File: src/rtl/mips_pkg.sv
// -----------------------------------------------------------------------------
// mips_pkg
// Shared types and constants for the MIPS core blocks.
//   WORD_W      : architectural word width (HI/LO, operands).
//   muldiv_op_t : MULT/MULTU/DIV/DIVU encodings as sampled from the E stage.
//   md_state_t  : states of the iterative multiply/divide unit.
// -----------------------------------------------------------------------------
package mips_pkg;

    localparam int WORD_W = 32;

    typedef enum logic [1:0] {
        MD_MULT  = 2'b00,
        MD_MULTU = 2'b01,
        MD_DIV   = 2'b10,
        MD_DIVU  = 2'b11
    } muldiv_op_t;

    typedef enum logic [1:0] {
        IDLE = 2'b00,
        CALC = 2'b01,
        FIX  = 2'b10
    } md_state_t;

endpackage

File: src/rtl/mips_negate.sv
// -----------------------------------------------------------------------------
// mips_negate
// Conditional two's-complement. Used both to take operand magnitudes and to
// re-apply signs to the product / quotient / remainder.
//   i_val : value to (optionally) negate
//   i_neg : 1 -> output is -i_val, 0 -> output is i_val
//   o_val : result
// -----------------------------------------------------------------------------
module mips_negate #(
    parameter int W = 32
) (
    input  logic [W-1:0] i_val,
    input  logic         i_neg,
    output logic [W-1:0] o_val
);

    assign o_val = i_neg ? ({W{1'b0}} - i_val) : i_val;

endmodule

File: src/rtl/mips_muldiv.sv
// -----------------------------------------------------------------------------
// mips_muldiv
// Iterative multiply/divide unit beside the execute stage. Owns HI/LO.
// One bit per cycle for WIDTH cycles (shift-add multiply or restoring divide),
// followed by one sign-fixup cycle that writes HI/LO.
//
// Handshake: i_start is a single-cycle launch request, accepted only in IDLE
// and only when i_cancel is low; o_busy is high in every cycle the unit is not
// IDLE, and the issuing logic must hold off further mfhi/mflo/muldiv while it
// is high (a start seen while busy is dropped). o_done pulses for one cycle
// right after HI/LO were written; a new start in that same cycle is accepted.
//
// Ports:
//   i_clk, i_reset : clock (rising edge), asynchronous active-high reset
//   i_start        : launch request
//   i_op           : 00 MULT, 01 MULTU, 10 DIV, 11 DIVU (sampled with start)
//   i_srca, i_srcb : rs / rt operands
//   i_cancel       : abort in-flight operation, HI/LO untouched
//   o_busy, o_done : status
//   o_hi, o_lo     : HI/LO registers
//   o_state        : FSM state, for observation
// -----------------------------------------------------------------------------
module mips_muldiv
    import mips_pkg::*;
#(
    parameter int WIDTH = WORD_W,
    parameter int CNT_W = 5
) (
    input  logic             i_clk,
    input  logic             i_reset,
    input  logic             i_start,
    input  logic [1:0]       i_op,
    input  logic [WIDTH-1:0] i_srca,
    input  logic [WIDTH-1:0] i_srcb,
    input  logic             i_cancel,
    output logic             o_busy,
    output logic             o_done,
    output logic [WIDTH-1:0] o_hi,
    output logic [WIDTH-1:0] o_lo,
    output md_state_t        o_state
);

    md_state_t        r_state;
    md_state_t        w_next_state;
    logic [CNT_W-1:0] r_cnt;
    logic             r_is_div;
    logic             r_neg_res;   // sign(a)^sign(b) for signed ops
    logic             r_neg_rem;   // remainder follows dividend sign
    logic             r_div0;
    logic [WIDTH-1:0] r_orig_a;    // kept for the divide-by-zero HI value
    logic [WIDTH-1:0] r_b;         // multiplicand / divisor magnitude
    logic [WIDTH-1:0] r_acc;       // product high half / partial remainder
    logic [WIDTH-1:0] r_mplr;      // multiplier / dividend-then-quotient
    logic [WIDTH-1:0] r_hi;
    logic [WIDTH-1:0] r_lo;
    logic             r_done;

    logic             w_load;
    logic             w_step;
    logic             w_fix;

    muldiv_op_t       w_op;
    logic             w_signed;
    logic             w_neg_a;
    logic             w_neg_b;
    logic [WIDTH-1:0] w_mag_a;
    logic [WIDTH-1:0] w_mag_b;

    logic [WIDTH:0]     w_sum;
    logic [WIDTH:0]     w_shift;
    logic               w_ge;
    logic [WIDTH-1:0]   w_diff;
    logic [2*WIDTH-1:0] w_prod_fix;
    logic [WIDTH-1:0]   w_quo_fix;
    logic [WIDTH-1:0]   w_rem_fix;

    assign w_op     = muldiv_op_t'(i_op);
    assign w_signed = (w_op == MD_MULT) || (w_op == MD_DIV);
    assign w_neg_a  = w_signed & i_srca[WIDTH-1];
    assign w_neg_b  = w_signed & i_srcb[WIDTH-1];

    // 0x80000000 negates to itself, which is exactly its unsigned magnitude.
    mips_negate #(.W(WIDTH)) u_neg_a (.i_val(i_srca), .i_neg(w_neg_a), .o_val(w_mag_a));
    mips_negate #(.W(WIDTH)) u_neg_b (.i_val(i_srcb), .i_neg(w_neg_b), .o_val(w_mag_b));

    // Multiply step: add multiplicand into the high half when the current
    // multiplier LSB is set, then shift the whole {acc,mplr} pair right.
    assign w_sum = {1'b0, r_acc} + (r_mplr[0] ? {1'b0, r_b} : {(WIDTH+1){1'b0}});

    // Divide step: bring the next dividend bit into the remainder and try the
    // subtraction. Both the kept remainder and a successful difference are
    // below the divisor, so WIDTH bits hold them.
    assign w_shift = {r_acc, r_mplr[WIDTH-1]};
    assign w_ge    = (w_shift >= {1'b0, r_b});
    assign w_diff  = w_shift[WIDTH-1:0] - r_b;

    mips_negate #(.W(2*WIDTH)) u_neg_prod (.i_val({r_acc, r_mplr}), .i_neg(r_neg_res), .o_val(w_prod_fix));
    mips_negate #(.W(WIDTH))   u_neg_quo  (.i_val(r_mplr), .i_neg(r_neg_res), .o_val(w_quo_fix));
    mips_negate #(.W(WIDTH))   u_neg_rem  (.i_val(r_acc),  .i_neg(r_neg_rem), .o_val(w_rem_fix));

    always_ff @(posedge i_clk or posedge i_reset) begin
        if (i_reset) r_state <= IDLE;
        else         r_state <= w_next_state;
    end

    always_comb begin
        w_next_state = r_state;
        w_load       = 1'b0;
        w_step       = 1'b0;
        w_fix        = 1'b0;
        case (r_state)
            IDLE: begin
                if (i_start && !i_cancel) begin
                    w_load       = 1'b1;
                    w_next_state = CALC;
                end
            end
            CALC: begin
                if (i_cancel) begin
                    w_next_state = IDLE;
                end else begin
                    w_step = 1'b1;
                    if (r_cnt == '0) w_next_state = FIX;
                end
            end
            FIX: begin
                w_next_state = IDLE;
                w_fix        = !i_cancel;
            end
            default: w_next_state = IDLE;
        endcase
    end

    always_ff @(posedge i_clk or posedge i_reset) begin
        if (i_reset) begin
            r_cnt     <= '0;
            r_is_div  <= 1'b0;
            r_neg_res <= 1'b0;
            r_neg_rem <= 1'b0;
            r_div0    <= 1'b0;
            r_orig_a  <= '0;
            r_b       <= '0;
            r_acc     <= '0;
            r_mplr    <= '0;
            r_hi      <= '0;
            r_lo      <= '0;
            r_done    <= 1'b0;
        end else begin
            r_done <= w_fix;
            if (w_load) begin
                r_cnt     <= CNT_W'(WIDTH - 1);
                r_is_div  <= i_op[1];
                r_neg_res <= w_neg_a ^ w_neg_b;
                r_neg_rem <= w_neg_a;
                r_div0    <= (i_srcb == '0);
                r_orig_a  <= i_srca;
                r_b       <= w_mag_b;
                r_acc     <= '0;
                r_mplr    <= w_mag_a;
            end
            if (w_step) begin
                if (r_cnt != '0) r_cnt <= r_cnt - 1'b1;
                if (r_is_div) begin
                    r_acc  <= w_ge ? w_diff : w_shift[WIDTH-1:0];
                    r_mplr <= {r_mplr[WIDTH-2:0], w_ge};
                end else begin
                    {r_acc, r_mplr} <= {w_sum, r_mplr[WIDTH-1:1]};
                end
            end
            if (w_fix) begin
                if (!r_is_div) begin
                    {r_hi, r_lo} <= w_prod_fix;
                end else if (r_div0) begin
                    r_hi <= r_orig_a;
                    r_lo <= {WIDTH{1'b1}};
                end else begin
                    r_hi <= w_rem_fix;
                    r_lo <= w_quo_fix;
                end
            end
        end
    end

    assign o_busy  = (r_state != IDLE);
    assign o_done  = r_done;
    assign o_hi    = r_hi;
    assign o_lo    = r_lo;
    assign o_state = r_state;

endmodule
File: config.mk
export PLATFORM = sky130hd
export DESIGN_NAME = mips_muldiv
export DESIGN_NICKNAME = d
export VERILOG_FILES = /design/src/rtl/mips_pkg.sv /design/src/rtl/mips_negate.sv /design/src/rtl/mips_muldiv.sv
export SDC_FILE = /design/constraint.sdc
export NUM_CORES = 1
export LEC_CHECK = 0
export BUFFER_PORTS_ARGS = -buffer_cell sky130_fd_sc_hd__buf_2
export CAP_MARGIN = 40
export CELL_PAD_IN_SITES_DETAIL_PLACEMENT = 0
export CELL_PAD_IN_SITES_GLOBAL_PLACEMENT = 1
export CORE_MARGIN = 5
export CORE_UTILIZATION = 46
export CTS_CLUSTER_SIZE = 40
export DETAILED_ROUTE_END_ITERATION = 10
export HOLD_SLACK_MARGIN = 0.12
export MAX_ROUTING_LAYER = met4
export PLACE_DENSITY = 0.87
export SLEW_MARGIN = 20
export SYNTH_ARGS = -nofsm -noshare
export SYNTH_HDL_FRONTEND = slang
export SYNTH_SLANG_ARGS = --single-unit
File: constraint.sdc
create_clock -name i_clk -period 7.48 [get_ports i_clk]
set_input_delay 0 -clock i_clk [delete_from_list [all_inputs] [get_ports i_clk]]
set_output_delay 0 -clock i_clk [all_outputs]
set_load 0.03 [all_outputs]
==> impl_metrics.toml, run 1 <==
[setup_path]
worst-endpoint-required_ns = 7.86
rrSetupSlack_ns = 3.47
crit-reg2reg-capture = "r_acc[21]"
timing.critical_path.to_type = "flip-flop"
r2r_start = "r_mplr[0]"
largest_fanout_of_any_net_on_the_critical_path = 30
critPathArrivalTime_ns = 4.39
crit_type = "flip-flop to flip-flop"
worst_setup_path_start_kind = "flip-flop"
worst_r2r_path_depth = 14

[floorplan]
die_w_um = 197
effective_utilization_at_floorplan_pct = 46.5
die-height_um = 197
core_area_um2 = 34500
die_area_um2 = 38700
num_rows = 68
floorplan.io_pins = 138

[global_routing]
grt_start_max_net_pins = 81
grt_pass1_wl_um = 84800
grt_overflow_total = 0
initial_antenna_violation_count = 0
track_usage_pct = 27.7
grt_pass1_vias = 15131

[sta]
report.final.hold_viol_count = 0
timing_worst_slew_pin_value_ns = 0.836
final_min_period_over_clock_period_pct = 53.6
final_max_slew_viol_count = 0
final.setup.tns_ns = 0
max_freq_mhz = 249
max_slew_margin_pct = 43.7
fin_crit_ns = 4.01
skew_ns = 0.0158
setup_failing_eps_final = 0
grt_setup_unrepaired = "false"

[yosys]
synth_sequential_area_ratio_pct = 31.9
synth_nets = 2194
synth_cell_type_count = 76
synth_edf_count = 0
yosysTopAreaCell = "dfrtp_1"
synth_area_um2 = 16000
syn_inst = 2053
postSynth.asyncResetShare_pct = 100
postSynthAreaPerCell_um2 = 7.81
synth.top_cell.area_share_pct = 31.9
synth_top_flop_cell = "dfrtp_1"
synthesis_stage_register_bit_count = 204
ys_warn_count = 0
ys_top_cells_by_area = "dfrtp_1 32%, nand2_1 7.7%, o21ai_0 6.7%"

[layout]
areaGrowthSynthToFinish_pct = 19.3
n_antenna_cell = 0
fin_cells = 2695
layout.nets = 2363
layout-drive-gt1-share_pct = 10.5

[placed_design]
estimated_wirelength_of_the_detail_placed_design_um = 39500
gp_routability_congestion = 0.978
port-buffer-count = 137
dp.cells = 2525

[drt]
wire_per_inst_um = 19.8
route.detailed.vias_per_inst = 5.86
drt-total-wl_um = 53500
drcViolationCount = 0
number_of_detailed_routing_iterations_run_before_antenna_repair = 5
drtIter0Drc = 1222
route.vias.total = 15791
drtAntennaViolNets = 0

[clock_network]
cts_made_buffers = 25
cts_buffer_depth = 3
cts_tree = "done"
root_buffer_cell = "clkbuf_16"
clk_latency_ns = 0.55
reg_clk_slew_reported_paths_ns = 0.06
clock_sink_count = 204
htreeDepth = 1

[pwr]
power.ir.vdd_worst_mv = 0.209
static-leakage-power_nw = 8.47
power_density_nw_per_um2 = 343

[worst_hold_path]
min_delay_path_depth = 4
start_point_of_the_worst_min_delay_path = "i_op[1]"
hold_path_end = "r_is_div"
timing.hold.worst.class = "primary input to flip-flop"

[run]
drv_cap = 0

[status]
status = "completed"
## routing by layer
metal,wire length (um),up-vias,track usage (%)
li1,-,7589,-
met1,24100,7513,38.8
met2,24200,592,43.0
met3,3480,97,3.01
met4,1650,0,7.94
met5,0,-,-
## layout make-up
| class | instances | area, um2 |
|---|---|---|
| clock inverters | 10 | 148 |
| fillers | 3253 | 15300 |
| multi-input cells | 1642 | 10200 |
| well taps | 455 | 569 |
| flip-flops and latches | 204 | 5110 |
| repair buffers | 287 | 2180 |
| inverters | 62 | 240 |
| clock buffers | 35 | 713 |
## metrics by stage
stage               setup slack, ns  hold slack (ns)  util, %  area (um2)  total power [mW]
finish                         3.47            0.227     55.5       19100              6.55
global route                   3.31            0.247     55.5       19100              6.99
CTS                            3.58            0.210     55.5       19100              6.50
detailed placement             3.61           0.0557     49.4       17000              5.14
global placement               3.44            0.222     49.0       16900              5.08
floorplan                      1.91           0.0958        -       16000              4.21
## power breakdown
group	switching, mW	total, mW	internal, mW
clock network	0.513	1.28	0.771
logic	2.04	3.43	1.39
registers	0.521	1.84	1.32
## sequential cells by signal (all words and copies together) (netlist names)
register	cells
o_lo	32
r_b	32
r_orig_a	32
r_acc	32
r_div0	1
r_neg_rem	1
r_is_div	1
o_hi	32
r_cnt	5
r_neg_res	1
o_done	1
r_mplr	32
o_state	2
## layout by cell type (no fill, tap or decap), types with 31 or more instances in the layout
cell / count
nor3_1: 31
o211ai_1: 37
o21ai_0: 216
buf_2: 138
mux2i_1: 61
nand2_1: 328
inv_1: 61
xor2_1: 95
ha_1: 69
nor2_1: 163
nand3_1: 33
xnor2_1: 96
a21oi_1: 157
dfrtp_1: 201
dlygate4sd3_1: 125
## kinds of logic after synthesis
family | share of synthesized area [%]
AO/OA/AOI/OAI | 23.2
AND/OR/NAND/NOR | 20.0
adder cells (fa/ha/maj) | 5.64
flip-flops | 31.9
XOR/XNOR | 10.4
multiplexers | 4.02
buffers and inverters | 4.88
## repair_timing
action / in CTS / in global routing
resized for setup: 0 / 0
endpoints found under the hold margin: 266 / 0
hold buffers: 125 / 0
buffers inserted: 0 / 0
## worst max-delay path, stage by stage, from the launching register on
cell and delay (ns):
dfrtp_1 0.46, inv_1 0.13, buf_4 0.34, nor2_1 0.10
ha_1 0.33, nand2b_1 0.14, a21oi_1 0.13, o41ai_1 0.48
o31ai_1 0.22, buf_2 0.20, or4b_1 0.46, a31o_2 0.27
a311oi_2 0.25, xor2_1 0.17, o221ai_1 0.13
## worst max path at each step
stage / from / endpoint / cells after the start
detailed placement: r_mplr[0] / r_acc[21] / 14
global route: r_mplr[0] / r_acc[21] / 14
global placement: r_mplr[0] / r_acc[29] / 13
finish: r_mplr[0] / r_acc[21] / 14
CTS: r_mplr[0] / r_acc[21] / 14
floorplan: i_reset / o_done / 1
## Yosys cell counts, types with 8 or more instances
| cell | count |
|---|---|
| a211oi_1 | 9 |
| a21o_1 | 30 |
| a21oi_1 | 158 |
| a22oi_1 | 13 |
| a31oi_1 | 16 |
| and2_1 | 8 |
| and3_1 | 9 |
| buf_1 | 12 |
| clkbuf_1 | 129 |
| dfrtp_1 | 204 |
| ha_1 | 69 |
| inv_1 | 62 |
| mux2i_1 | 61 |
| nand2_1 | 329 |
| nand2b_1 | 25 |
| nand3_1 | 33 |
| nand4_1 | 14 |
| nor2_1 | 163 |
| nor2b_1 | 18 |
| nor3_1 | 31 |
| nor4_1 | 20 |
| o211ai_1 | 37 |
| o21a_1 | 10 |
| o21ai_0 | 216 |
| o21ai_1 | 11 |
| o21bai_1 | 8 |
| o221ai_1 | 11 |
| o31ai_1 | 30 |
| o41ai_1 | 15 |
| or3_1 | 15 |
| or4_1 | 14 |
| xnor2_1 | 96 |
| xor2_1 | 95 |
(Power assumes the default switching activity.)
==> inputs of run 2 (changes only) <==
Clock period 7.48 ns to 3.75 ns, I/O delays scaled along.
==> run 2 against run 1 <==
Against the previous run:
- cell count is 2.3% higher
- sequential share of layout area is 0.69 points lower
- worst hold slack worse by 0.072 ns
- critical path type unchanged
- critical endpoint unchanged
==> impl_metrics.toml, run 2 (synthesis gave the netlist of run 1 again) <==
[setup_path]
timing.critical_path.to_type = "flip-flop"
worst_setup_path_start_kind = "flip-flop"
crit_type = "flip-flop to flip-flop"
largest_fanout_of_any_net_on_the_critical_path = 15
worst-endpoint-required_ns = 4.13
critPathArrivalTime_ns = 3.90

[floorplan]
die_w_um = 197
effective_utilization_at_floorplan_pct = 46.5
die_area_um2 = 38700
core_area_um2 = 34500
num_rows = 68
die-height_um = 197
floorplan.io_pins = 138

[sta]
max_freq_mhz = 285
fin_crit_ns = 3.51
timing_worst_slew_pin_value_ns = 0.764
report.final.hold_viol_count = 0
skew_ns = 0.0270
final_min_period_over_clock_period_pct = 93.7
max_slew_margin_pct = 49.0
grt_setup_unrepaired = "false"
final_max_slew_viol_count = 0
setup_failing_eps_final = 0
final.setup.tns_ns = 0

[layout]
n_antenna_cell = 0
num-fill-cells = 3242
areaGrowthSynthToFinish_pct = 22.5
final_core_util_pct = 57.0
layout-drive-gt1-share_pct = 12.9
layout_commonest_cell = "nand2_1"
stdcell_area_um2 = 19600
layout.nets = 2423
commonest_cells_after_routing_fill_and_taps_aside = "328 x nand2_1, 216 x o21ai_0, 201 x dfrtp_1"

[global_routing]
track_usage_pct = 28.4
grt_overflow_total = 0
grt_pass1_vias = 15668
grt_pass1_wl_um = 87500
initial_antenna_violation_count = 0
grt_start_max_net_pins = 126

[pwr]
static-leakage-power_nw = 8.79
power.switching_fraction_pct = 46.0
power_density_nw_per_um2 = 687
total_switching_power_mw = 6.20
power.ir.vdd_worst_mv = 0.370
share_seq_of_total_power_pct = 24.1
p_total_mw = 13.5
pwr-share-clk_pct = 18.5
cellInternalPower_mw = 7.28
combinationalPowerShare_pct = 57.4

[clock_network]
root_buffer_cell = "clkbuf_16"
post_cts_buffers = 0
cts_buffer_depth = 3
htreeDepth = 1
clk_latency_ns = 0.54
reg_clk_slew_reported_paths_ns = 0.06
clock_sink_count = 204
cts_tree = "done"
cts_made_buffers = 25

[placed_design]
estimated_wirelength_of_the_detail_placed_design_um = 40600
port-buffer-count = 137
placed_area_um2 = 17500
gp_routability_congestion = 0.960

[drt]
number_of_detailed_routing_iterations_run_before_antenna_repair = 6
route.detailed.vias_per_inst = 5.85
drt-total-wl_um = 54700
drtIter0Drc = 1363
drcViolationCount = 0
wire_per_inst_um = 19.8
drtAntennaViolNets = 0
route.vias.total = 16136

[status]
status = "completed"

[run]
drv_cap = 0

[worst_hold_path]
timing.hold.worst.class = "primary input to async pin"
## run 2: per-layer routing
metal | wire (um) | vias up | share of wire, % | track usage (%)
met1 | 24600 | 7731 | 45 | 39.6
met5 | 0 | - | 0 | -
met4 | 1840 | 0 | 3.4 | 8.42
met3 | 3480 | 102 | 6.4 | 3.28
met2 | 24800 | 609 | 45 | 44.0
li1 | - | 7694 | - | -
## run 2: final cells by class
cell class	count	area [um2]	share of cell area, %
repair buffers	347	2700	13.7
clock buffers	35	693	3.53
well taps	455	569	2.90
multi-input cells	1642	10200	51.9
flip-flops and latches	204	5110	26.0
clock inverters	11	141	0.720
inverters	62	236	1.20
## run 2: power by group through the flow
stage               Sequential, mW  Combinational [mW]  Clock [mW]
floorplan                     3.01                5.39           0
global placement              3.26                7.37           0
detailed placement            3.28                7.42           0
CTS                           3.24                7.57        2.54
global route                  3.30                8.49        2.63
finish                        3.25                7.74        2.50
## run 2: worst paths after layout
path,endpoint,slack [ns],depth (start not counted),start
max,r_acc[21],0.24,13,r_mplr[0]
min in group i_clk,r_orig_a[0],0.34,4,i_srca[0]
min reg2reg,o_hi[23],0.47,2,o_hi[23]
max in group asynchronous,r_div0,2.88,4,i_reset
max reg2reg,r_acc[21],0.24,13,r_mplr[0]
min,o_lo[28],0.15,4,i_reset
## run 2: per-stage QoR
stage / worst slack (ns) / std cells / hold slack (ns)
after global placement: 0.184 / 2581 / 0.194
after CTS: 0.151 / 2755 / 0.174
after global routing: 0.0303 / 2756 / 0.222
after detailed placement: 0.165 / 2583 / 0.195
after floorplan: 0.424 / 2053 / 0.0958
final: 0.236 / 2756 / 0.155
## run 2: timing repair
| action | CTS | global route |
|---|---|---|
| endpoints found under the setup margin | 0 | 6 |
| hold endpoints to repair | 310 | 0 |
| resized for setup | 0 | 4 |
| hold buffers | 126 | 0 |
## run 2: worst max-delay path, stage by stage (launching register included)
cell and delay [ns]:
dfrtp_1 0.41, inv_1 0.20, buf_12 0.18, nor2_1 0.06, ha_1 0.33, a21o_1 0.20
a21o_1 0.20, a211oi_1 0.30, o31ai_2 0.19, or4b_1 0.49, a31o_2 0.27, a311oi_2 0.25
xor2_1 0.17, o221ai_1 0.12
